File: src/rtl/sap2_fetch_sequencer.sv
// SAP-II fetch/jump control sequencer: fetches 1-3 byte instructions, hands off to the
// execute decoder through exec_en/exec_done, and reloads the PC on taken jumps.
module sap2_fetch_sequencer #(
   parameter int unsigned EXEC_TIMEOUT = 8,
   parameter int unsigned CNT_W        = 4
) (
   input  logic       CLK,
   input  logic       nCLR,
   input  logic [1:0] opcode_len,
   input  logic       hlt,
   input  logic       exec_done,
   input  logic       jump_take,
   output logic       pc_nCLR,
   output logic       Cp,
   output logic       Ep,
   output logic       nLp,
   output logic       nLm,
   output logic       nCE,
   output logic       nLi,
   output logic       nLl,
   output logic       nLh,
   output logic       Eo,
   output logic       exec_en,
   output logic       halted,
   output logic       fault
);

   typedef enum logic [2:0] {
      S_CLR, S_ADDR, S_INC, S_MEM, S_DECODE, S_EXEC, S_JUMP, S_HALT
   } state_t;

   localparam bit               TO_EN   = (EXEC_TIMEOUT != 0);
   localparam logic [CNT_W-1:0] TO_LAST = CNT_W'(EXEC_TIMEOUT - 1);

   state_t           state, state_nx;
   logic [1:0]       idx, idx_nx;
   logic [1:0]       len, len_nx;
   logic [CNT_W-1:0] cnt, cnt_nx;
   logic             fault_nx;

   always_ff @(posedge CLK or negedge nCLR) begin
      if (!nCLR) begin
         state <= S_CLR;
         idx   <= '0;
         len   <= '0;
         cnt   <= '0;
         fault <= 1'b0;
      end else begin
         state <= state_nx;
         idx   <= idx_nx;
         len   <= len_nx;
         cnt   <= cnt_nx;
         fault <= fault_nx;
      end
   end

   always_comb begin
      state_nx = state;
      idx_nx   = idx;
      len_nx   = len;
      cnt_nx   = '0;
      fault_nx = 1'b0;
      case (state)
         S_CLR:  state_nx = S_ADDR;
         S_ADDR: state_nx = S_INC;
         S_INC:  state_nx = S_MEM;
         S_MEM: begin
            if (idx == 2'd0) begin
               state_nx = S_DECODE;
            end else if (idx < len - 2'd1) begin
               idx_nx   = idx + 2'd1;
               state_nx = S_ADDR;
            end else begin
               idx_nx   = '0;
               state_nx = S_EXEC;
            end
         end
         S_DECODE: begin
            // A length code of zero is a 1-byte instruction.
            len_nx = (opcode_len == 2'd0) ? 2'd1 : opcode_len;
            if (hlt) begin
               state_nx = S_HALT;
            end else if (opcode_len <= 2'd1) begin
               state_nx = S_EXEC;
            end else begin
               idx_nx   = 2'd1;
               state_nx = S_ADDR;
            end
         end
         S_EXEC: begin
            cnt_nx = cnt + 1'b1;
            if (exec_done) begin
               cnt_nx   = '0;
               state_nx = jump_take ? S_JUMP : S_ADDR;
            end else if (TO_EN && cnt == TO_LAST) begin
               cnt_nx   = '0;
               fault_nx = 1'b1;
               state_nx = S_ADDR;
            end
         end
         S_JUMP: state_nx = S_ADDR;
         S_HALT: state_nx = S_HALT;
      endcase
   end

   always_comb begin
      pc_nCLR = 1'b1;
      Cp      = 1'b0;
      Ep      = 1'b0;
      nLp     = 1'b1;
      nLm     = 1'b1;
      nCE     = 1'b1;
      nLi     = 1'b1;
      nLl     = 1'b1;
      nLh     = 1'b1;
      Eo      = 1'b0;
      exec_en = 1'b0;
      halted  = 1'b0;
      case (state)
         S_CLR:  pc_nCLR = 1'b0;
         S_ADDR: begin
            Ep  = 1'b1;
            nLm = 1'b0;
         end
         S_INC:  Cp = 1'b1;
         S_MEM: begin
            nCE = 1'b0;
            nLi = (idx != 2'd0);
            nLl = (idx != 2'd1);
            nLh = (idx != 2'd2);
         end
         S_DECODE: ;
         S_EXEC: exec_en = 1'b1;
         S_JUMP: begin
            Eo  = 1'b1;
            nLp = 1'b0;
         end
         S_HALT: halted = 1'b1;
      endcase
   end

endmodule

File: config.mk
export PLATFORM = sky130hd
export DESIGN_NAME = sap2_fetch_sequencer
export DESIGN_NICKNAME = d
export VERILOG_FILES = /design/src/rtl/sap2_fetch_sequencer.sv
export SDC_FILE = /design/constraint.sdc
export NUM_CORES = 1
export LEC_CHECK = 0
export ABC_AREA = 1
export ABC_CLOCK_PERIOD_IN_PS = 1410
export BUFFER_PORTS_ARGS = -buffer_cell sky130_fd_sc_hd__buf_2
export CORE_MARGIN = 2
export CORE_UTILIZATION = 50
export DETAILED_ROUTE_END_ITERATION = 10
export PLACE_DENSITY = 0.77
export SYNTH_ARGS = -nofsm -noshare
export SYNTH_HDL_FRONTEND = slang
export SYNTH_SLANG_ARGS = --single-unit
export TNS_END_PERCENT = 10
File: constraint.sdc
create_clock -name CLK -period 1.41 [get_ports CLK]
set_input_delay 0.141 -clock CLK [delete_from_list [all_inputs] [get_ports CLK]]
set_output_delay 0.141 -clock CLK [all_outputs]
set_load 0.005 [all_outputs]
Yosys cells after proc, flatten, opt, wreduce, memory -nomap -nowiden
Cells that the tools add are included.
{"block": "word_totals", "output_inout_bits": 13, "word_cells": 63, "ff_bits": 12}
{"block": "classes", "n_mux": 32, "magnitude_cmp": 2, "n_reduce_logical": 7, "eq_ne": 14, "add_sub_neg": 3}
{"op": "2-to-1 mux 3 bit", "count": 7}
{"op": "one-hot mux 3 bit (7 select lines)", "count": 1}
{"op": "2-to-1 mux 1 bit", "count": 15}
{"op": "equality test 3 bit (second input constant)", "count": 4}
{"op": "2-to-1 mux 4 bit", "count": 3}
{"op": "2-to-1 mux 2 bit", "count": 5}
{"op": "inequality test 2 bit (second input constant)", "count": 4}
{"op": "equality test 3 x 2 -> 1 bit (second input constant)", "count": 2}
{"op": "adder 4 x 1 -> 4 bit (second input constant)", "count": 1}
{"op": "equality test 4 x 3 -> 1 bit (second input constant)", "count": 1}
{"op": "logical NOT 2 bit", "count": 2}
{"op": "one-hot mux 2 bit (2 select lines)", "count": 1}
{"op": "AND reduction 4 bit", "count": 1}
{"op": "nonzero test 2 bit", "count": 2}
{"op": "equality test 3 x 1 -> 1 bit (second input constant)", "count": 1}
{"op": "logical NOT 3 bit", "count": 1}
{"op": "inequality test 3 bit (second input constant)", "count": 1}
{"op": "adder 2 x 1 -> 2 bit (second input constant)", "count": 1}
{"op": "less-or-equal comparator 2 x 1 -> 1 bit (second input constant)", "count": 1}
{"op": "< comparator 2 bit", "count": 1}
{"op": "inequality test 2 x 1 -> 1 bit (second input constant)", "count": 1}
{"op": "OR reduction 2 bit", "count": 1}
{"op": "subtractor 2 x 1 -> 2 bit (second input constant)", "count": 1}

Logic depth before layout (Yosys ltp)
Gate-level depths: netlist (run 1).
{"block": "logic_depth", "depth_word": 5, "mapped_depth": 8, "depth_no_buf": 8}

Least setup slack after synthesis (run 1)
No wires, ideal clock.
{"block": "synth_timing", "path_kind": "register to register", "startpoint": "reg len[1]", "endpoint": "reg state[2]", "n_path_buf": 0, "stages_incl_launch_ff": 7, "slack_ns": 0.171, "t_arrival_ns": 1.113, "required_ns": 1.283, "setup_ns": 0.127, "period_less_slack_ns": 1.239, "path_cell_list": "dfrtp_1 xor2_1 ha_1 o21ai_0 nand3_1 nand2_1 nand3b_1"}
{"block": "synth_between", "elab_chain_cells": 5}
{"item": "start, declared", "line_no": "37", "rtl": "logic [1:0] len, len_nx;"}
{"item": "start signal, assigned", "line_no": "51", "rtl": "len <= len_nx;"}
{"item": "subtractor 2 x 1 -> 2 bit", "line_no": "70", "rtl": "end else if (idx < len - 2'd1) begin"}
{"item": "< comparator 2 bit", "line_no": "70"}
{"item": "2-to-1 mux 3 bit", "line_no": "70"}
{"item": "2-to-1 mux 3 bit", "line_no": "68", "rtl": "if (idx == 2'd0) begin"}
{"item": "one-hot mux 3 bit (7 select lines)", "line_no": "63", "rtl": "case (state)"}
{"item": "end signal, assigned", "line_no": "49", "rtl": "state <= state_nx;"}
{"item": "end, declared", "line_no": "35", "rtl": "state_t state, state_nx;"}
Every way passes these cells.
A chain may end at the register's enable or synchronous reset.

Worst setup path in the final report (run 1)
{"block": "layout_timing", "startpoint": "reg idx[0]", "endpoint": "out nLi"}
{"block": "layout_between", "elab_chain_cells": 2}
{"item": "start, declared", "line_no": "36", "rtl": "logic [1:0] idx, idx_nx;"}
{"item": "start signal, assigned", "line_no": "50", "rtl": "idx <= idx_nx;"}
{"item": "nonzero test 2 bit", "line_no": "128", "rtl": "nLi = (idx != 2'd0);"}
{"item": "2-to-1 mux 1 bit", "line_no": "119", "rtl": "case (state)"}
{"item": "end, declared", "line_no": "19", "rtl": "output logic nLi,"}
Every way passes these cells.

==> results_dict.tcl, run 1 <==
set metrics [dict create \
    status "completed" \
    numPortBuffers 19 \
    whs_ns 0.0831 \
    async_reset_ff_share_pct 100 \
    met3_length_um 70 \
    ys_top_cells_by_area "dfrtp_1 (41%), nand2_1 (13%), ha_1 (8.5%), inv_1 (8.1%), nor2_1 (4.6%)" \
    clk_latency_ns 0.29 \
    worstSetupPathType "reg2out" \
    die_width_um 42.5 \
    nets 130 \
    fin_crit_sh_pct 95.3 \
    hp-class "in2reg" \
    clockBufferDepth 2 \
    fillers 102 \
    r2r_slack_ns 0.11 \
    placed_area_um2 842 \
    synth_ff_type "dfrtp_1" \
    via_count 644 \
    grt_pass1_wl_um 2430 \
    fmax_mhz 745 \
    fin_ws_ns 0.0669 \
    finish.utilization_pct 67.7 \
    yosys.area.top_type "dfrtp_1" \
    final_cell_area_um2 903 \
    fp.dieH_um 42.5 \
    min_period_ns 1.34 \
    met1_length_um 664 \
    min_from "opcode_len[0]" \
    power_density_nw_per_um2 719 \
    worstHoldEndpoint "len[0]" \
    first_iter_violations 3 \
    clkTransAtPathRegs_ns 0.09 \
    cts-buffers-inserted 3 \
    yosysSeqAreaShare_pct 40.6 \
    setup_viol 0 \
    cp.required_ns 1.27 \
    ant_nets 0 \
    synth_seq_cells 12 \
    wl_per_cell_um 11.1 \
    final_cell_mix "nand2_1 (25), buf_2 (19), inv_1 (15), dfrtp_1 (9), nor2_1 (7)" \
    synth_top_area_share_pct 40.6 \
    r2r-start "len[0]" \
    worstPathCellList "inv_1, ha_1, nand2_1, buf_2" \
    drc_errors 0 \
    layoutNonFillerInstCount 132 \
    first_global_vias 586 \
    cp_slowest_cell "dfrtp_1" \
    wl_um 1460 \
    start_util_pct 55.4 \
    ir_worst_vdd_mv 0.450 \
    core_um2 1330 \
    dr.max_layer_used "met4" \
    ys.warnings.count 0 \
    hold_viol 0 \
    grt_max_degree 13 \
    drive_gt1_share_pct 35.0 \
    crit_arrival_ns 1.20 \
    syn_nets 106 \
    hold_depth 2 \
    slew_viol_final 0 \
    place_congestion 0.880 \
    dieArea_um2 1800 \
    numPlacedInstances 127 \
    tightest_slew_ns 0.276 \
    row_count 13 \
    p_leak_uw 0.000474 \
    antenna_found_initial 0 \
    fin_skew_ns 0.0121 \
    dp_slack_ns 0.0591 \
    slowest_delay_ns 0.43 \
    multi_input_area_um2 375 \
    synth_cell_types 21 \
    maxCapViolations 0 \
    wl_met2_um 683 \
    n_antenna_cell 0 \
    cts_tree "done" \
    grt_overflow 0 \
    cts.sinks 12 \
    critPathMaxFanout 4 \
    synth_enable_flop_cells 0 \
    pin_count 20 \
    worst-r2r-cell-count 6 \
    track_usage_pct 18.0 \
    dr.pass1.iters 5 \
    seqCellArea_um2 304 \
    syn_to_final_growth_pct 22.2 \
    htree_levels 1 \
    worst_setup_path_end_kind "primary output" \
    syn_inst 94 \
    syn_area_per_cell_um2 7.87 \
    post_cts_buffers 0 \
    root_buffer "clkbuf_4" \
    layout_commonest_cell "nand2_1" \
    synth_area_um2 739 \
    viasPerCell 4.88 \
    max_slew_margin_pct 81.6 \
    critPathLaunchType "flop" \
    dpl.hpwl_um 1140 \
    r2r_end "state[2]" \
]
## how the worst max path moves through the flow
stage | depth (start not counted) | end | slack (ns) | from
floorplan | 6 | state[2] | 0.17 | len[1]
global placement | 6 | state[2] | 0.13 | len[1]
detailed placement | 6 | state[2] | 0.06 | len[1]
CTS | 4 | nLp | 0.01 | state[2]
global route | 5 | nLp | -0.008 | state[0]
finish | 4 | nLi | 0.07 | idx[0]
## cells in the mapped netlist (2+ instances only)
master,instances
nand2_1,26
ha_1,5
nor2_2,3
nand3b_1,2
inv_1,16
dfrtp_1,12
nand2_2,3
nor2_1,9
xor2_1,2
nand3_1,5
## layout make-up
cell class / count / share of cell area [%]
Clock buffer: 4 / 4.02
Inverter: 17 / 7.06
Multi-Input combinational cell: 64 / 41.6
Sequential cell: 12 / 33.7
Tap cell: 15 / 2.08
Timing Repair Buffer: 20 / 11.6
## worst max-delay path, delay by kind of cell, from the launching register on
kind                       cells  cell delay (ns)
DFF                            1             0.43
adders and majority gates      1             0.18
and+or+nand+nor                1             0.05
buffers and inverters          2             0.25
## metrics by stage
stage / setup TNS, ns / total power [uW]
after global routing: -0.00818 / 670
final: 0 / 649
after global placement: 0 / 370
after floorplan: 0 / 354
after CTS: 0 / 650
after detailed placement: 0 / 370
## cell families (layout without fill, tap and decap cells)
| family | after synthesis | after routing | share of synthesized area [%] |
|---|---|---|---|
| DFF | 12 | 12 | 40.6 |
| and+or+nand+nor | 51 | 51 | 32.1 |
| adders and majority gates | 5 | 5 | 8.46 |
| buffers and inverters | 18 | 41 | 10.2 |
| xor gates and xnor gates | 3 | 3 | 3.55 |
| AOI/OAI and AO/OA | 5 | 5 | 5.08 |
## routing by layer
layer	global-route usage [%]	vias to the layer above
met5	0	-
met4	11.3	0
met3	2.59	5
met2	29.8	17
met1	21.7	287
li1	-	335
## repair_timing
action / CTS / global route
hold buffers: 1 / 0
gates resized for setup: 1 / 8
endpoints found under the hold margin: 12 / 0
endpoints found under the setup margin: 1 / 7
## power by group
group          switching [uW]  total, uW  leakage, uW  internal [uW]
Combinational            11.9       20.7     0.000312           8.77
Clock                     128        285    0.0000210            157
Sequential                  0        344     0.000141            344
## flip-flops by register name, summed over array words and instances, names as in the netlist
signal and cells:
cnt 4, fault 1, idx 2, len 2, state 3
Note: power is estimated with default switching activity, not from simulation.
==> inputs of run 2 (changes only) <==
--- a/config.mk
+++ b/config.mk
@@ -6,12 +6,12 @@
 export NUM_CORES = 1
 export LEC_CHECK = 0
 export ABC_AREA = 1
-export ABC_CLOCK_PERIOD_IN_PS = 1410
 export BUFFER_PORTS_ARGS = -buffer_cell sky130_fd_sc_hd__buf_2
 export CORE_MARGIN = 2
 export CORE_UTILIZATION = 50
 export DETAILED_ROUTE_END_ITERATION = 10
 export PLACE_DENSITY = 0.77
+export RECOVER_POWER = 50
 export SYNTH_ARGS = -nofsm -noshare
 export SYNTH_HDL_FRONTEND = slang
 export SYNTH_SLANG_ARGS = --single-unit
==> results_dict.tcl, run 2 (synthesis gave the netlist of run 1 again) <==
set metrics [dict create \
    viasPerCell 4.90 \
    fin_skew_ns 0.00928 \
    largest_registers "cnt x4, state x3" \
    hp-class "in2reg" \
    worstPathCellList "inv_1, ha_1, nand2_1, buf_2" \
    ir_worst_vdd_mv 0.441 \
    clkTransAtPathRegs_ns 0.08 \
    numPortBuffers 19 \
    wl_per_cell_um 10.9 \
    htree_levels 1 \
    cp_slowest_cell "dfrtp_1" \
    crit_cells 4 \
    critPathLaunch "idx[0]" \
    syn_to_final_growth_pct 21.3 \
    path_buf_inv 2 \
    worst-r2r-cell-count 6 \
    maxCapViolations 0 \
    layout_commonest_cell "nand2_1" \
    crit_arrival_ns 1.19 \
    critPathMaxFanout 4 \
    first_global_vias 586 \
    place_congestion 0.880 \
    start_util_pct 55.4 \
    critPathLaunchType "flop" \
    row_count 13 \
    slew_viol_final 0 \
    final_cell_mix "nand2_1 (25), buf_2 (18), inv_1 (15), nor2_1 (9), dfrtp_1 (9)" \
    r2r_end "state[2]" \
    clk_latency_ns 0.28 \
    layoutNonFillerInstCount 132 \
    fmax_mhz 749 \
    post_cts_buffers 0 \
    antenna_found_initial 0 \
    setup_viol 0 \
    ant_nets 0 \
    cts-buffers-inserted 3 \
    p_leak_uw 0.000472 \
    grt_max_degree 13 \
    grt_overflow 0 \
    r2r_slack_ns 0.11 \
    wl_um 1430 \
    tightest_slew_ns 0.659 \
    placed_area_um2 842 \
    numPlacedInstances 127 \
    die_width_um 42.5 \
    first_iter_violations 13 \
    final_cell_area_um2 897 \
    n_antenna_cell 0 \
    track_usage_pct 18.0 \
    worstSetupPathType "reg2out" \
    grt_pass1_wl_um 2430 \
    dieArea_um2 1800 \
    clockBufferDepth 2 \
    power_density_nw_per_um2 716 \
    cp.required_ns 1.27 \
    worst_setup_path_end_kind "primary output" \
    cts.sinks 12 \
    nets 130 \
    largest_reg_flops 4 \
    root_buffer "clkbuf_4" \
    regMostFlops "cnt" \
    min_period_ns 1.34 \
    dr.pass1.iters 4 \
    pin_count 20 \
    slowest_delay_ns 0.43 \
    critPathTopFamily "flip-flops" \
    hold_viol 0 \
    drive_gt1_share_pct 32.5 \
    via_count 647 \
    cp-endpoint "nLi" \
    r2r-start "len[0]" \
    max_slew_margin_pct 56.1 \
    cts_tree "done" \
    dpl.hpwl_um 1140 \
    fin_crit_sh_pct 94.7 \
    drc_errors 0 \
    status "completed" \
    fp.dieH_um 42.5 \
    core_um2 1330 \
]
run 2: cell count changes in the layout (fill, tap and decap cells not counted):
cell / change
clkbuf_1: +1
nor2_1: +2
buf_2: -1
nor2_2: -2
run 2: worst min-delay path by stage:
| stage | from | end | slack (ns) | depth (start not counted) |
|---|---|---|---|---|
| floorplan | nCLR | cnt[0] | -0.15 | 0 |
| global placement | nCLR | state[0] | 0.04 | 1 |
| detailed placement | nCLR | state[0] | 0.04 | 1 |
| CTS | opcode_len[0] | len[0] | 0.08 | 2 |
| global route | opcode_len[0] | len[0] | 0.10 | 2 |
| finish | opcode_len[0] | len[0] | 0.09 | 2 |
run 2: per-layer routing:
metal / track usage (%) / wire length [um]
met1: 21.7 / 646
met4: 11.3 / 38
met5: 0 / 0
met2: 29.8 / 669
met3: 2.59 / 78
run 2: repair_timing:
item,4_1_cts,5_1_grt
setup endpoints to repair,1,7
endpoints found under the hold margin,12,0
hold buffers,1,0
cloned,0,0
resized for setup,1,8
run 2: final cells by class:
type,count,area [um^2]
Inverter,17,63.8
Clock buffer,4,36.3
Sequential cell,12,304
Tap cell,15,18.8
Timing Repair Buffer,20,104
Fill cell,104,437
Multi-Input combinational cell,64,370
run 2: per-stage QoR:
| stage | setup slack [ns] | util, % | hold slack, ns | TNS [ns] | power, uW |
|---|---|---|---|---|---|
| after floorplan | 0.171 | - | -0.155 | 0 | 354 |
| after global placement | 0.128 | 63.1 | 0.0358 | 0 | 370 |
| after detailed placement | 0.0591 | 63.1 | 0.0362 | 0 | 370 |
| after CTS | 0.0135 | 66.6 | 0.0847 | 0 | 650 |
| after global routing | -0.000570 | 67.3 | 0.101 | -0.000570 | 670 |
| final | 0.0743 | 67.3 | 0.0875 | 0 | 643 |
run 2: report_power, final:
group / internal, uW / switching (uW) / total [uW]
sequential: 344 / 0 / 344
clock: 157 / 122 / 279
combinational: 8.31 / 11.7 / 20.0
total: 509 / 133 / 643
==> inputs of run 3 (changes only) <==
--- a/config.mk
+++ b/config.mk
@@ -8,10 +8,12 @@
 export ABC_AREA = 1
 export BUFFER_PORTS_ARGS = -buffer_cell sky130_fd_sc_hd__buf_2
 export CORE_MARGIN = 2
-export CORE_UTILIZATION = 50
+export CORE_UTILIZATION = 53
 export DETAILED_ROUTE_END_ITERATION = 10
-export PLACE_DENSITY = 0.77
+export HOLD_SLACK_MARGIN = 0.02
+export PLACE_DENSITY = 0.8
 export RECOVER_POWER = 50
+export REMOVE_ABC_BUFFERS = 1
 export SYNTH_ARGS = -nofsm -noshare
 export SYNTH_HDL_FRONTEND = slang
 export SYNTH_SLANG_ARGS = --single-unit
==> constraint.sdc (replaced) <==
create_clock -name CLK -period 1.7 [get_ports CLK]
set_input_delay 0.17 -clock CLK [delete_from_list [all_inputs] [get_ports CLK]]
set_output_delay 0.17 -clock CLK [all_outputs]
set_load 0.005 [all_outputs]
==> results_dict.tcl, run 3 (synthesis gave the netlist of run 1 again) <==
set metrics [dict create \
    status "completed" \
    cts-buffers-inserted 3 \
    multi_input_area_um2 349 \
    track_usage_pct 18.0 \
    nets 130 \
    drive_gt1_share_pct 23.1 \
    numPortBuffers 19 \
    fp.dieH_um 41.4 \
    min_from "opcode_len[0]" \
    sequentialPowerShare_pct 54.5 \
    largest_registers "cnt x4, state x3" \
    r2r_end "idx[1]" \
    wl_per_cell_um 9.98 \
    fillers 117 \
    rsz0062_at_grt "no" \
    root_buffer "clkbuf_4" \
    ant_nets 0 \
    n_antenna_cell 0 \
    drc_errors 0 \
    clkTransAtPathRegs_ns 0.08 \
    post_cts_buffers 0 \
    worstSetupPathType "reg2out" \
    layout_commonest_cell "nand2_1" \
    dpl.hpwl_um 1060 \
    fmax_mhz 715 \
    worst_setup_path_end_kind "primary output" \
    fin_skew_ns 0.00407 \
    hold_viol 0 \
    p_sw_uw 101 \
    max_slew_margin_pct 56.9 \
    hold_depth 2 \
    seqCellArea_um2 300 \
    setup_viol 0 \
    worst-r2r-cell-count 7 \
    grt_max_degree 13 \
    fin_crit_sh_pct 82.3 \
    dieArea_um2 1710 \
    regMostFlops "cnt" \
    cts.sinks 12 \
    dp_slack_ns 0.394 \
    htree_levels 1 \
    via_count 631 \
    r2r-start "state[0]" \
    place_congestion 0.877 \
    hold_buffers 1 \
    dr.pass1.iters 4 \
    clockBufferDepth 2 \
    cts_resized 0 \
    p_int_uw 422 \
    ir_worst_vdd_mv 0.453 \
    final_cell_mix "nand2_1 (27), buf_2 (17), inv_1 (16), nor2_1 (12), dfrtp_1 (12)" \
    core_um2 1300 \
    clk_latency_ns 0.27 \
    grt_pass1_wl_um 1940 \
    comb_power_share_pct 3.1 \
    pin_count 20 \
    tightest_slew_ns 0.647 \
    row_count 13 \
    min_period_ns 1.40 \
    p_leak_uw 0.000469 \
    power_uw 523 \
    cp.required_ns 1.53 \
    first_iter_violations 11 \
    syn_to_final_growth_pct 17.8 \
    slew_viol_final 0 \
    antenna_found_initial 0 \
    critPathMaxFanout 9 \
    fin_ws_ns 0.301 \
    hp-class "in2reg" \
    cts_tree "done" \
    maxCapViolations 0 \
    viasPerCell 4.78 \
    switching_share_pct 19.4 \
    largest_reg_flops 4 \
    r2r_slack_ns 0.36 \
    power_density_nw_per_um2 601 \
    first_global_vias 474 \
    start_util_pct 56.8 \
    setup_tns_ns 0 \
    critPathLaunchType "flop" \
    wl_um 1320 \
    worstHoldEndpoint "len[0]" \
    crit_arrival_ns 1.23 \
    die_width_um 41.4 \
    grt_overflow 0 \
    p_clk_share_pct 42.4 \
]
run 3: cell count changes in the layout (fill, tap and decap cells not counted), moves of 2 or more:
cell / before / now
dfrtp_1: 9 / 12
nor2_1: 9 / 12
nor2_2: 3 / 0
nand2_1: 25 / 27
dfrtp_2: 3 / 0
run 3: power groups by stage:
stage          combinational (uW)  sequential (uW)  clock (uW)
2_1_floorplan                2.37              291           0
3_3_place_gp                 15.5              291           0
3_5_place_dp                 15.4              291           0
4_1_cts                      17.4              285         231
5_1_grt                      18.4              285         244
6_report                     16.2              285         222
run 3: worst max path at each step:
stage	startpoint	to	slack [ns]	cells past startpoint
2_1_floorplan	len[1]	state[2]	0.46	6
3_3_place_gp	len[1]	state[2]	0.42	6
3_5_place_dp	len[1]	state[2]	0.39	6
4_1_cts	state[2]	nLp	0.28	4
5_1_grt	state[2]	nLp	0.13	4
6_report	state[2]	nLp	0.30	4
run 3: cell type report:
cell class	instances	area share, %
multi-input cells	64	40.1
flip-flops and latches	12	34.5
repair buffers	20	11.8
inverters	17	7.33
clock buffers	4	4.17
well taps	15	2.16
run 3: critical path, cell delays in order, from the launching register on:
cell     delay (ns)
dfrtp_1        0.54
inv_1          0.12
nor2_1         0.14
inv_1          0.04
buf_2          0.12
run 3: layer usage:
metal	share of wire (%)	track usage [%]
met4	0.46	9.68
met5	0	0
met2	46	28.5
met3	6.2	3.19
met1	47	23.2
run 3: per-stage QoR:
stage | cell area [um^2] | std cells | hold WS (ns) | utilization (%)
5_1_grt | 871 | 132 | 0.139 | 66.9
3_5_place_dp | 842 | 127 | 0.0557 | 64.7
4_1_cts | 888 | 132 | 0.123 | 68.3
6_report | 871 | 132 | 0.129 | 66.9
3_3_place_gp | 842 | 127 | 0.0571 | 64.7
2_1_floorplan | 728 | 93 | -0.126 | -
